`config.mk`:
```
export PLATFORM = sky130hd
export DESIGN_NAME = multicycle_control
export DESIGN_NICKNAME = d
export VERILOG_FILES = /design/src/rtl/cpu_pkg.sv /design/src/rtl/control_decode.sv /design/src/rtl/multicycle_control.sv
export SDC_FILE = /design/constraint.sdc
export NUM_CORES = 1
export LEC_CHECK = 0
export CAP_MARGIN = 25
export CORE_AREA = 2 2 44 46
export DETAILED_ROUTE_END_ITERATION = 7
export DIE_AREA = 0 0 46 48
export PLACE_DENSITY = 0.86
export SLEW_MARGIN = 10
export SYNTH_ARGS = -nofsm -noshare
export SYNTH_HDL_FRONTEND = slang
export SYNTH_SLANG_ARGS = --single-unit
```
`constraint.sdc`:
```
create_clock -name CLK -period 4.7 [get_ports CLK]
set_clock_uncertainty 0.05 [all_clocks]
set_input_delay 0.705 -clock CLK [delete_from_list [all_inputs] [get_ports CLK]]
set_output_delay 0.705 -clock CLK [all_outputs]
set_load 0.03 [all_outputs]
```
`src/rtl/cpu_pkg.sv`:
```
// cpu_pkg: shared constants for the multicycle CPU.
//   - instruction opcodes (instruction[31:26])
//   - FSM state encodings, including S_HALT
//   - ALUOp, PCSrc and RegDst codes
//   - ctrl_t: the bundle of datapath controls produced by control_decode
//   - opcode classification helpers used by both decode and next-state logic
package cpu_pkg;

    // Opcodes
    localparam logic [5:0] OP_ADD  = 6'b000000;
    localparam logic [5:0] OP_SUB  = 6'b000001;
    localparam logic [5:0] OP_ADDI = 6'b000010;
    localparam logic [5:0] OP_OR   = 6'b010000;
    localparam logic [5:0] OP_AND  = 6'b010001;
    localparam logic [5:0] OP_ORI  = 6'b010010;
    localparam logic [5:0] OP_SLL  = 6'b011000;
    localparam logic [5:0] OP_SLT  = 6'b100110;
    localparam logic [5:0] OP_SW   = 6'b110000;
    localparam logic [5:0] OP_LW   = 6'b110001;
    localparam logic [5:0] OP_BEQ  = 6'b110100;
    localparam logic [5:0] OP_J    = 6'b111000;
    localparam logic [5:0] OP_JR   = 6'b111001;
    localparam logic [5:0] OP_JAL  = 6'b111010;
    localparam logic [5:0] OP_HALT = 6'b111111;

    // The eight working states use every 3-bit code, so HALT needs a fourth
    // bit. Only the low three bits are visible on the debug port.
    typedef enum logic [3:0] {
        S_IF     = 4'b0000,
        S_ID     = 4'b0001,
        S_EXE_LS = 4'b0010,
        S_MEM    = 4'b0011,
        S_WB_LD  = 4'b0100,
        S_EXE_BR = 4'b0101,
        S_EXE_AL = 4'b0110,
        S_WB_AL  = 4'b0111,
        S_HALT   = 4'b1000
    } state_t;

    // ALU operations
    localparam logic [2:0] ALU_ADD = 3'b000;
    localparam logic [2:0] ALU_SUB = 3'b001;
    localparam logic [2:0] ALU_SLT = 3'b010;
    localparam logic [2:0] ALU_SLL = 3'b011;
    localparam logic [2:0] ALU_OR  = 3'b100;
    localparam logic [2:0] ALU_AND = 3'b101;

    // Next-PC select
    localparam logic [1:0] PC_NEXT   = 2'b00;
    localparam logic [1:0] PC_BRANCH = 2'b01;
    localparam logic [1:0] PC_RS     = 2'b10;
    localparam logic [1:0] PC_JUMP   = 2'b11;

    // Destination register select
    localparam logic [1:0] RD_RA = 2'b00;
    localparam logic [1:0] RD_RT = 2'b01;
    localparam logic [1:0] RD_RD = 2'b10;

    typedef struct packed {
        logic       PCWre;
        logic [1:0] PCSrc;
        logic       IRWre;
        logic       InsMemRW;
        logic       ExtSel;
        logic       ALUSrcA;
        logic       ALUSrcB;
        logic [2:0] ALUOp;
        logic       RegWre;
        logic [1:0] RegDst;
        logic       WrRegDSrc;
        logic       DataMemRW;
        logic       DBDataSrc;
    } ctrl_t;

    // Register-to-register and register-immediate ALU instructions
    function automatic logic is_alu_op(input logic [5:0] op);
        case (op)
            OP_ADD, OP_SUB, OP_ADDI, OP_OR,
            OP_AND, OP_ORI, OP_SLL, OP_SLT: is_alu_op = 1'b1;
            default:                        is_alu_op = 1'b0;
        endcase
    endfunction

    function automatic logic is_legal_op(input logic [5:0] op);
        case (op)
            OP_SW, OP_LW, OP_BEQ, OP_J, OP_JR, OP_JAL, OP_HALT: is_legal_op = 1'b1;
            default:                                            is_legal_op = is_alu_op(op);
        endcase
    endfunction

    function automatic logic [2:0] alu_op_of(input logic [5:0] op);
        case (op)
            OP_SUB:         alu_op_of = ALU_SUB;
            OP_OR, OP_ORI:  alu_op_of = ALU_OR;
            OP_AND:         alu_op_of = ALU_AND;
            OP_SLL:         alu_op_of = ALU_SLL;
            OP_SLT:         alu_op_of = ALU_SLT;
            default:        alu_op_of = ALU_ADD;
        endcase
    endfunction

endpackage

```
`src/rtl/control_decode.sv`:
```
// control_decode: purely combinational output decode for the multicycle
// controller.
//   st     in  state_t  current FSM state
//   opcode in  6        instruction opcode from the IR
//   zero   in  1        ALU zero flag (used only in EXE_BR)
//   ctrl   out ctrl_t   datapath enables and selects
module control_decode
    import cpu_pkg::*;
(
    input  state_t     st,
    input  logic [5:0] opcode,
    input  logic       zero,
    output ctrl_t      ctrl
);

    logic imm_op;

    assign imm_op = (opcode == OP_ADDI) || (opcode == OP_ORI);

    always_comb begin
        ctrl = '0;
        case (st)
            S_IF: begin
                ctrl.InsMemRW = 1'b1;
                ctrl.IRWre    = 1'b1;
            end

            // Jumps and illegal opcodes retire here; everything else waits.
            S_ID: begin
                if (opcode == OP_J) begin
                    ctrl.PCWre = 1'b1;
                    ctrl.PCSrc = PC_JUMP;
                end else if (opcode == OP_JR) begin
                    ctrl.PCWre = 1'b1;
                    ctrl.PCSrc = PC_RS;
                end else if (opcode == OP_JAL) begin
                    ctrl.PCWre     = 1'b1;
                    ctrl.PCSrc     = PC_JUMP;
                    ctrl.RegWre    = 1'b1;
                    ctrl.RegDst    = RD_RA;
                    ctrl.WrRegDSrc = 1'b0;
                end else if (!is_legal_op(opcode)) begin
                    ctrl.PCWre = 1'b1;
                    ctrl.PCSrc = PC_NEXT;
                end
            end

            // ALU controls stay valid through write-back so the result
            // feeding the register file does not change under it.
            S_EXE_AL, S_WB_AL: begin
                ctrl.ALUOp   = alu_op_of(opcode);
                ctrl.ALUSrcA = (opcode == OP_SLL);
                ctrl.ALUSrcB = imm_op;
                ctrl.ExtSel  = (opcode != OP_ORI);
                if (st == S_WB_AL) begin
                    ctrl.RegWre    = 1'b1;
                    ctrl.RegDst    = imm_op ? RD_RT : RD_RD;
                    ctrl.WrRegDSrc = 1'b1;
                    ctrl.DBDataSrc = 1'b0;
                    ctrl.PCWre     = 1'b1;
                    ctrl.PCSrc     = PC_NEXT;
                end
            end

            S_EXE_BR: begin
                ctrl.ALUOp  = ALU_SUB;
                ctrl.ExtSel = 1'b1;
                ctrl.PCWre  = 1'b1;
                ctrl.PCSrc  = zero ? PC_BRANCH : PC_NEXT;
            end

            // Address computation is held through MEM so the data memory
            // address stays stable during the access.
            S_EXE_LS, S_MEM: begin
                ctrl.ALUOp   = ALU_ADD;
                ctrl.ALUSrcB = 1'b1;
                ctrl.ExtSel  = 1'b1;
                if (st == S_MEM && opcode == OP_SW) begin
                    ctrl.DataMemRW = 1'b1;
                    ctrl.PCWre     = 1'b1;
                    ctrl.PCSrc     = PC_NEXT;
                end
            end

            S_WB_LD: begin
                ctrl.RegWre    = 1'b1;
                ctrl.RegDst    = RD_RT;
                ctrl.WrRegDSrc = 1'b1;
                ctrl.DBDataSrc = 1'b1;
                ctrl.PCWre     = 1'b1;
                ctrl.PCSrc     = PC_NEXT;
            end

            default: ctrl = '0;  // S_HALT: everything off, PC frozen
        endcase
    end

endmodule

```
`src/rtl/multicycle_control.sv`:
```
// multicycle_control: FSM sequencing each instruction through
// IF / ID / EXE / MEM / WB and driving all datapath controls.
//   CLK       in   system clock, state advances on rising edge
//   RST       in   synchronous active-high reset
//   opcode    in   6  IR[31:26]
//   zero      in   ALU zero flag
//   PCWre, PCSrc[1:0], IRWre, InsMemRW, ExtSel, ALUSrcA, ALUSrcB,
//   ALUOp[2:0], RegWre, RegDst[1:0], WrRegDSrc, DataMemRW, DBDataSrc
//             out  datapath controls
//   state     out  3  current state (debug); HALT reads as 000 with all
//                     controls low, which distinguishes it from IF
module multicycle_control
    import cpu_pkg::*;
(
    input  logic       CLK,
    input  logic       RST,
    input  logic [5:0] opcode,
    input  logic       zero,
    output logic       PCWre,
    output logic [1:0] PCSrc,
    output logic       IRWre,
    output logic       InsMemRW,
    output logic       ExtSel,
    output logic       ALUSrcA,
    output logic       ALUSrcB,
    output logic [2:0] ALUOp,
    output logic       RegWre,
    output logic [1:0] RegDst,
    output logic       WrRegDSrc,
    output logic       DataMemRW,
    output logic       DBDataSrc,
    output logic [2:0] state
);

    state_t st;
    ctrl_t  dec;
    ctrl_t  ctrl;

    always_ff @(posedge CLK) begin
        if (RST) begin
            st <= S_IF;
        end else begin
            case (st)
                S_IF:     st <= S_ID;
                S_ID: begin
                    if (opcode == OP_HALT)                        st <= S_HALT;
                    else if (opcode == OP_BEQ)                    st <= S_EXE_BR;
                    else if (opcode == OP_SW || opcode == OP_LW)  st <= S_EXE_LS;
                    else if (is_alu_op(opcode))                   st <= S_EXE_AL;
                    else                                          st <= S_IF;
                end
                S_EXE_AL: st <= S_WB_AL;
                S_WB_AL:  st <= S_IF;
                S_EXE_BR: st <= S_IF;
                S_EXE_LS: st <= S_MEM;
                S_MEM:    st <= (opcode == OP_LW) ? S_WB_LD : S_IF;
                S_WB_LD:  st <= S_IF;
                S_HALT:   st <= S_HALT;
                default:  st <= S_IF;
            endcase
        end
    end

    control_decode u_decode (
        .st     (st),
        .opcode (opcode),
        .zero   (zero),
        .ctrl   (dec)
    );

    // During reset the PC must be written (its own reset lands on the
    // falling edge) while every other control is held off, which also
    // kills any write-back of an aborted instruction.
    always_comb begin
        ctrl = dec;
        if (RST) begin
            ctrl       = '0;
            ctrl.PCWre = 1'b1;
            ctrl.PCSrc = PC_NEXT;
        end
    end

    assign PCWre     = ctrl.PCWre;
    assign PCSrc     = ctrl.PCSrc;
    assign IRWre     = ctrl.IRWre;
    assign InsMemRW  = ctrl.InsMemRW;
    assign ExtSel    = ctrl.ExtSel;
    assign ALUSrcA   = ctrl.ALUSrcA;
    assign ALUSrcB   = ctrl.ALUSrcB;
    assign ALUOp     = ctrl.ALUOp;
    assign RegWre    = ctrl.RegWre;
    assign RegDst    = ctrl.RegDst;
    assign WrRegDSrc = ctrl.WrRegDSrc;
    assign DataMemRW = ctrl.DataMemRW;
    assign DBDataSrc = ctrl.DBDataSrc;

    assign state = (RST || st == S_HALT) ? 3'b000 : st[2:0];

endmodule

```
Yosys cells after proc, flatten, opt, wreduce, memory -nomap -nowiden:

Index checks and enable logic that the tools add are counted.

* bits in registers: 4
* input port bits: 9

* reduce and logical (&&, ||, !) cells: 12
* equality and inequality tests: 23
* muxes and demuxes: 42

Operator list (count)
* 6-bit equality test (second input constant): 8
* 3-bit 2-to-1 mux: 11
* 3-bit one-hot mux with 5 select lines: 2
* 6-bit by 5-bit equality test with 1-bit output (second input constant): 4
* 4-bit one-hot mux with 6 select lines: 1
* 4-bit 2-to-1 mux: 5
* 17-bit 2-to-1 mux: 1
* 4-bit by 3-bit equality test with 1-bit output (second input constant): 4
* 1-bit 2-to-1 mux: 16
* 4-bit one-hot mux with 3 select lines: 1
* 4-bit by 2-bit equality test with 1-bit output (second input constant): 2
* 8-bit OR reduction: 1
* 7-bit OR reduction: 1
* 6-bit by 1-bit equality test with 1-bit output (second input constant): 1
* 6-bit by 2-bit equality test with 1-bit output (second input constant): 1
* 6-bit zero test: 1
* 6-bit by 5-bit != test with 1-bit output (second input constant): 1
* 3-bit one-hot mux with 2 select lines: 1
* 2-bit OR reduction: 3
* 4-bit by 1-bit equality test with 1-bit output (second input constant): 1
* 4-bit equality test (second input constant): 1
* 4-bit zero test: 1
* 2-bit 2-to-1 mux: 2
* 1-bit one-hot mux with 2 select lines: 2
* 3 further kinds: 5

Longest topological paths before layout:

* word-level depth: 14
* depth in mapped cells: 5
* depth with buffers taken out: 4

Hierarchy:

Synthesis repeated with hierarchy kept, for this count alone.

* cell total of the unflattened synthesis: 121
* area total of the unflattened synthesis: 878.3 um^2

By module, submodules not included
* multicycle_control: instances 1, area an instance 489.2 um^2, cells each 66, sequential area each 80.1 um^2
* control_decode: instances 1, area an instance 389.1 um^2, cells each 55, sequential area each 0.0 um^2

Least setup slack after synthesis:

OpenSTA, ideal clock, no wires.

* path kind: input to output
* from: input opcode[3]
* to: output ALUSrcB
* data arrival time: 2.833 ns
* path slack: 1.112 ns
* stages on the path: 4
* buffers on the path: 1
* path through: buf_6 -> nor3_1 -> nand2_1 -> a2111oi_0

* longest elaborated chain between the ends: 4

Ends and longest elaborated chain
* from (decl): RTL line multicycle_control.sv:17 `input logic [5:0] opcode,`
* 6-bit by 2-bit equality test with 1-bit output or 6-bit by 5-bit equality test with 1-bit output (tied branches): RTL line control_decode.sv:18 `assign imm_op = (opcode == OP_ADDI) || (opcode == OP_ORI);`
* 1-bit logical OR *: RTL line control_decode.sv:18
* 1-bit one-hot mux with 2 select lines *: RTL line control_decode.sv:22 `case (st)`
* 17-bit 2-to-1 mux *: RTL line multicycle_control.sv:76 `if (RST) begin`
* to (decl): RTL line multicycle_control.sv:25 `output logic ALUSrcB,`

Every way passes the cells marked *; elsewhere a longest branch is shown, timed or not.

Worst setup path in the final report:

* from: input opcode[0]
* to: output PCWre

* longest elaborated chain between the ends: 14

Ends and longest elaborated chain
* 6-bit by 1-bit equality test with 1-bit output (tied with other cells): RTL line cpu_pkg.sv:77 `case (op)`
* 8-bit OR reduction: RTL line cpu_pkg.sv:77
* 1-bit 2-to-1 mux: RTL line cpu_pkg.sv:77
* 1-bit 2-to-1 mux: RTL line cpu_pkg.sv:85 `case (op)`
* 1-bit 2-to-1 mux: RTL line control_decode.sv:36 `end else if (opcode == OP_JAL) begin`
* 1-bit 2-to-1 mux: RTL line control_decode.sv:33 `end else if (opcode == OP_JR) begin`
* 1-bit 2-to-1 mux: RTL line control_decode.sv:30 `if (opcode == OP_J) begin`
* 1-bit 2-to-1 mux: RTL line control_decode.sv:22
* 3-bit 2-to-1 mux: RTL line control_decode.sv:42 `end else if (!is_legal_op(opcode)) begin`
* 3-bit 2-to-1 mux: RTL line control_decode.sv:36
* 3-bit 2-to-1 mux: RTL line control_decode.sv:33
* 3-bit 2-to-1 mux: RTL line control_decode.sv:30
* 3-bit one-hot mux with 5 select lines *: RTL line control_decode.sv:22
* 17-bit 2-to-1 mux *: RTL line multicycle_control.sv:76
* to (decl): RTL line multicycle_control.sv:19 `output logic PCWre,`

Every way passes the cells marked *; elsewhere a longest branch is shown, timed or not. The select of a mux whose other input is x is not followed.

==> flow_summary_export.csv <==
group,metric,value,unit
floorplanning,floorplan.io_pins,29,
sta,timing_max_transition_violations_final,0,
global_route,grt_start_max_net_pins,14,
sta,timing.final.hold_violations,0,
hold_path,holdCritPathClass,"reg -> reg",
logic_synthesis,synth_area_per_cell,6.64,um2
logic_synthesis,instance_count_of_the_mapped_netlist,112,
logic_synthesis,synth.lib_cells_used.distinct,42,
layout,diodes,0,
worst_setup_path,cp-start-kind,"input port",
sta,fmaxAchievable,258,MHz
place,place.detailed.hpwl,1540,um
job,drv.max_cap_violation_count,0,
layout,finish.net_count,143,
clock_network,clock_latency,0.23,ns
routing,routedLengthMet1,899,um
clock_network,clock_tree.htree_level_count,1,
sta,rsz0062_at_grt,"false",
worst_setup_path,worstPathArrival,3.12,ns
routing,drt_iter0_markers,29,
sta,hold_ws,0.555,ns
worst_setup_path,worstSetupPathType,"in -> out",
sta,finalCritPeriodShare,0.824,
routing,drc_errors,0,
place,buffer_ports.inserted,28,
worst_setup_path,critical_path_cell_count,6,
layout,layout-area-overhead-vs-synth,32.3,%
sta,final.setup.tns,0,ns
clock_network,cts_inserted_buffers,3,
routing,avgRoutedWirePerCell,13.6,um
layout,flip_flop_count_of_the_largest_register_after_layout,4,
hold_path,whs_path_depth,1,
sta,setup_viol_count_final,0,
routing,first_pass_iteration_count_of_the_detailed_router,4,
routing,met2_wirelength,974,um
worst_setup_path,cpMostUsedCell,"sky130_fd_sc_hd__clkdlybuf4s50_1",
power_and_ir_drop,pwr-share-clk,0.294,
power_and_ir_drop,power.density,141,nW/um2
clock_network,clock_sink_count,4,
power_and_ir_drop,p_sw,0.0505,mW
layout,drive_above_1_share,0.0758,
power_and_ir_drop,p_sw_frac,0.365,
logic_synthesis,synthesis.yosys.warnings,0,
routing,wirelength_routed,2030,um
power_and_ir_drop,pleak,0.306,nW
worst_setup_path,worstPathMaxFanout,13,
layout,reg.largest.list,"st x4",
sta,worst_slew_margin_rel,0.682,
logic_synthesis,count_of_state_elements_after_synthesis,4,
place,gp_routability_congestion,0.898,
global_route,grt_pass1_wl,3440,um
worst_setup_path,max_stage_delay,0.69,ns
worst_setup_path,r2r_cells,4,
floorplanning,dieHeight,48,um
routing,detail-route-antenna-nets,0,
power_and_ir_drop,seq_power_share,0.282,
floorplanning,fp.dieW,46,um
sta,post-route-min-period,3.87,ns
floorplanning,placeableCoreArea,1690,um2
logic_synthesis,synth-seq-area-share,0.108,
sta,tightestPinTransition,0.475,ns
outcome,status,"finished, final reports clean",
routing,via_count,931,
worst_setup_path,critical_path.slowest_cell,"sky130_fd_sc_hd__clkdlybuf4s50_1",
worst_setup_path,critical_path.endpoint_type,"output port",
routing,dr_wl_met3,157,um
clock_network,postCtsResizedCells,0,
clock_network,cts-root-to-sink-buffers,2,
clock_network,root_buffer,"sky130_fd_sc_hd__clkbuf_4",
floorplanning,area_of_the_die,2210,um2
clock_network,postCtsHoldBufs,0,
worst_setup_path,crit_buf_inv,2,
clock_network,postCtsSetupRepairBufs,0,
power_and_ir_drop,p_comb_frac,0.424,
global_route,grt_overflow_total,0,
routing,dr.max_layer_used,"met3",
power_and_ir_drop,power_report.internal_total,0.0880,mW
worst_setup_path,crit_required,3.94,ns
logic_synthesis,mappedNetlistArea,743,um2
global_route,via_count_of_the_first_global_routing_pass,824,
clock_network,tritoncts,"yes",
floorplanning,fp-row-count,15,
power_and_ir_drop,vdd_drop_max,0.137,mV
clock_network,path_clk_slew,0.04,ns
worst_setup_path,cp_top_family,"buffers and inverters",
global_route,grt_use_total,0.206,
worst_setup_path,worstPathCellList,"clkdlybuf4s50_1 > or4_1 > o31ai_1 > a311oi_1 > o21ai_0 > clkdlybuf4s50_1",
routing,routed_via_density,6.25,
floorplanning,start_util,0.440,
global_route,grt_antenna_before_repair,0,
layout,largest_register,"st",
logic_synthesis,synth.net_count,121,
## cells in the mapped netlist
cell | number | area [um2]
sky130_fd_sc_hd__nor2b_1 | 2 | 12.5
sky130_fd_sc_hd__nor4_1 | 2 | 12.5
sky130_fd_sc_hd__buf_4 | 5 | 37.5
sky130_fd_sc_hd__or4_1 | 1 | 7.51
sky130_fd_sc_hd__buf_6 | 3 | 33.8
sky130_fd_sc_hd__o211ai_1 | 2 | 15.0
sky130_fd_sc_hd__a211oi_1 | 1 | 7.51
sky130_fd_sc_hd__buf_2 | 1 | 5.00
sky130_fd_sc_hd__nand3_1 | 10 | 50.1
sky130_fd_sc_hd__nor3_1 | 11 | 55.1
sky130_fd_sc_hd__or4b_4 | 1 | 13.8
sky130_fd_sc_hd__o22ai_1 | 1 | 6.26
sky130_fd_sc_hd__nand4_1 | 2 | 12.5
sky130_fd_sc_hd__o2bb2a_1 | 1 | 10.0
sky130_fd_sc_hd__or2_2 | 2 | 12.5
sky130_fd_sc_hd__or4b_1 | 1 | 10.0
sky130_fd_sc_hd__inv_1 | 6 | 22.5
sky130_fd_sc_hd__a2111oi_0 | 1 | 8.76
sky130_fd_sc_hd__o21bai_1 | 1 | 7.51
sky130_fd_sc_hd__nor4_2 | 1 | 12.5
sky130_fd_sc_hd__nand3b_1 | 1 | 7.51
sky130_fd_sc_hd__nand2b_1 | 2 | 12.5
sky130_fd_sc_hd__o21ai_0 | 3 | 15.0
sky130_fd_sc_hd__and2_1 | 1 | 6.26
sky130_fd_sc_hd__clkbuf_1 | 2 | 7.51
sky130_fd_sc_hd__dfxtp_1 | 4 | 80.1
sky130_fd_sc_hd__nor2_1 | 10 | 37.5
sky130_fd_sc_hd__mux2i_1 | 1 | 10.0
sky130_fd_sc_hd__nor4_4 | 1 | 21.3
sky130_fd_sc_hd__a31oi_1 | 2 | 12.5
sky130_fd_sc_hd__or3_1 | 1 | 6.26
sky130_fd_sc_hd__nand2_1 | 9 | 33.8
sky130_fd_sc_hd__mux2_2 | 1 | 11.3
sky130_fd_sc_hd__and3_1 | 2 | 12.5
sky130_fd_sc_hd__nor3b_1 | 2 | 15.0
sky130_fd_sc_hd__o31ai_1 | 2 | 15.0
sky130_fd_sc_hd__o21a_1 | 1 | 7.51
sky130_fd_sc_hd__or3b_2 | 1 | 8.76
sky130_fd_sc_hd__a21oi_1 | 7 | 35.0
sky130_fd_sc_hd__a2bb2oi_1 | 1 | 8.76
sky130_fd_sc_hd__nand4b_1 | 2 | 17.5
sky130_fd_sc_hd__a311oi_1 | 1 | 8.76
## logic make-up (layout without fill, tap and decap cells)
| logic type | count (synthesis) | in the layout | share of synthesized area |
|---|---|---|---|
| buf+inv | 17 | 37 | 0.143 |
| compound gates | 24 | 24 | 0.212 |
| flops | 4 | 4 | 0.108 |
| simple gates | 65 | 65 | 0.508 |
| mux | 2 | 2 | 0.0286 |
## area by class of cell
class,count,area (um2)
timing repair buffer,28,280
sequential,4,80.1
multi-input combinational,91,557
clock buffer,3,22.5
fill,167,706
tap,17,21.3
inverter,6,22.5
## power groups by stage
stage | clock, mW | sequential [mW] | combinational, mW
5_1_grt | 0.0469 | 0.0393 | 0.0641
6_report | 0.0408 | 0.0391 | 0.0587
4_1_cts | 0.0418 | 0.0389 | 0.0584
3_5_place_dp | 0 | 0.0394 | 0.0580
2_1_floorplan | 0 | 0.0365 | 0.0450
3_3_place_gp | 0 | 0.0393 | 0.0572
## metrics by stage
| stage | cells | area (um2) | power [mW] | setup slack, ns | util |
|---|---|---|---|---|---|
| final | 149 | 983 | 0.138 | 0.827 | 0.582 |
| after global routing | 149 | 983 | 0.150 | 0.646 | 0.582 |
| after CTS | 149 | 983 | 0.139 | 0.823 | 0.582 |
| after detailed placement | 146 | 961 | 0.0975 | 0.835 | 0.569 |
| after global placement | 146 | 961 | 0.0964 | 0.883 | 0.569 |
| after floorplan | 112 | 743 | 0.0815 | 1.11 | - |
## placed cells by master, fill, tap and decap left out, types with 2 or more instances in the layout
master                            instances
sky130_fd_sc_hd__and3_1                   2
sky130_fd_sc_hd__or2_2                    2
sky130_fd_sc_hd__o31ai_1                  2
sky130_fd_sc_hd__nor4_1                   2
sky130_fd_sc_hd__clkdlybuf4s50_1         28
sky130_fd_sc_hd__nand4_1                  2
sky130_fd_sc_hd__dfxtp_1                  4
sky130_fd_sc_hd__nor3_1                  11
sky130_fd_sc_hd__nand2b_1                 2
sky130_fd_sc_hd__nand2_1                  9
sky130_fd_sc_hd__a31oi_1                  2
sky130_fd_sc_hd__a21oi_1                  7
sky130_fd_sc_hd__nand3_1                 10
sky130_fd_sc_hd__nor2b_1                  2
sky130_fd_sc_hd__o211ai_1                 2
sky130_fd_sc_hd__nor3b_1                  2
sky130_fd_sc_hd__inv_1                    6
sky130_fd_sc_hd__nor2_1                  10
sky130_fd_sc_hd__nand4b_1                 2
sky130_fd_sc_hd__clkbuf_4                 3
sky130_fd_sc_hd__o21ai_0                  3
## worst reg2reg max path, stage by stage (launching register included)
cell and delay (ns):
sky130_fd_sc_hd__dfxtp_1 0.52, sky130_fd_sc_hd__nand2b_1 0.20, sky130_fd_sc_hd__nor3_1 0.36, sky130_fd_sc_hd__o211ai_1 0.14, sky130_fd_sc_hd__a31oi_1 0.18
## metal layers
metal | global-route usage | vias to the layer above
li1 | - | 455
met1 | 0.266 | 421
met2 | 0.353 | 55
met3 | 0.0415 | 0
met4 | 0.0457 | 0
met5 | 0 | -
## worst paths after layout
| path | slack (ns) | startpoint | to |
|---|---|---|---|
| worst max register to register | 3.16 | st[0] | st[2] |
| worst min register to register | 0.55 | st[0] | st[0] |
| worst max-delay path | 0.83 | opcode[0] | PCWre |
| worst min-delay path | 0.55 | st[0] | st[0] |
(Power assumes the default switching activity.)
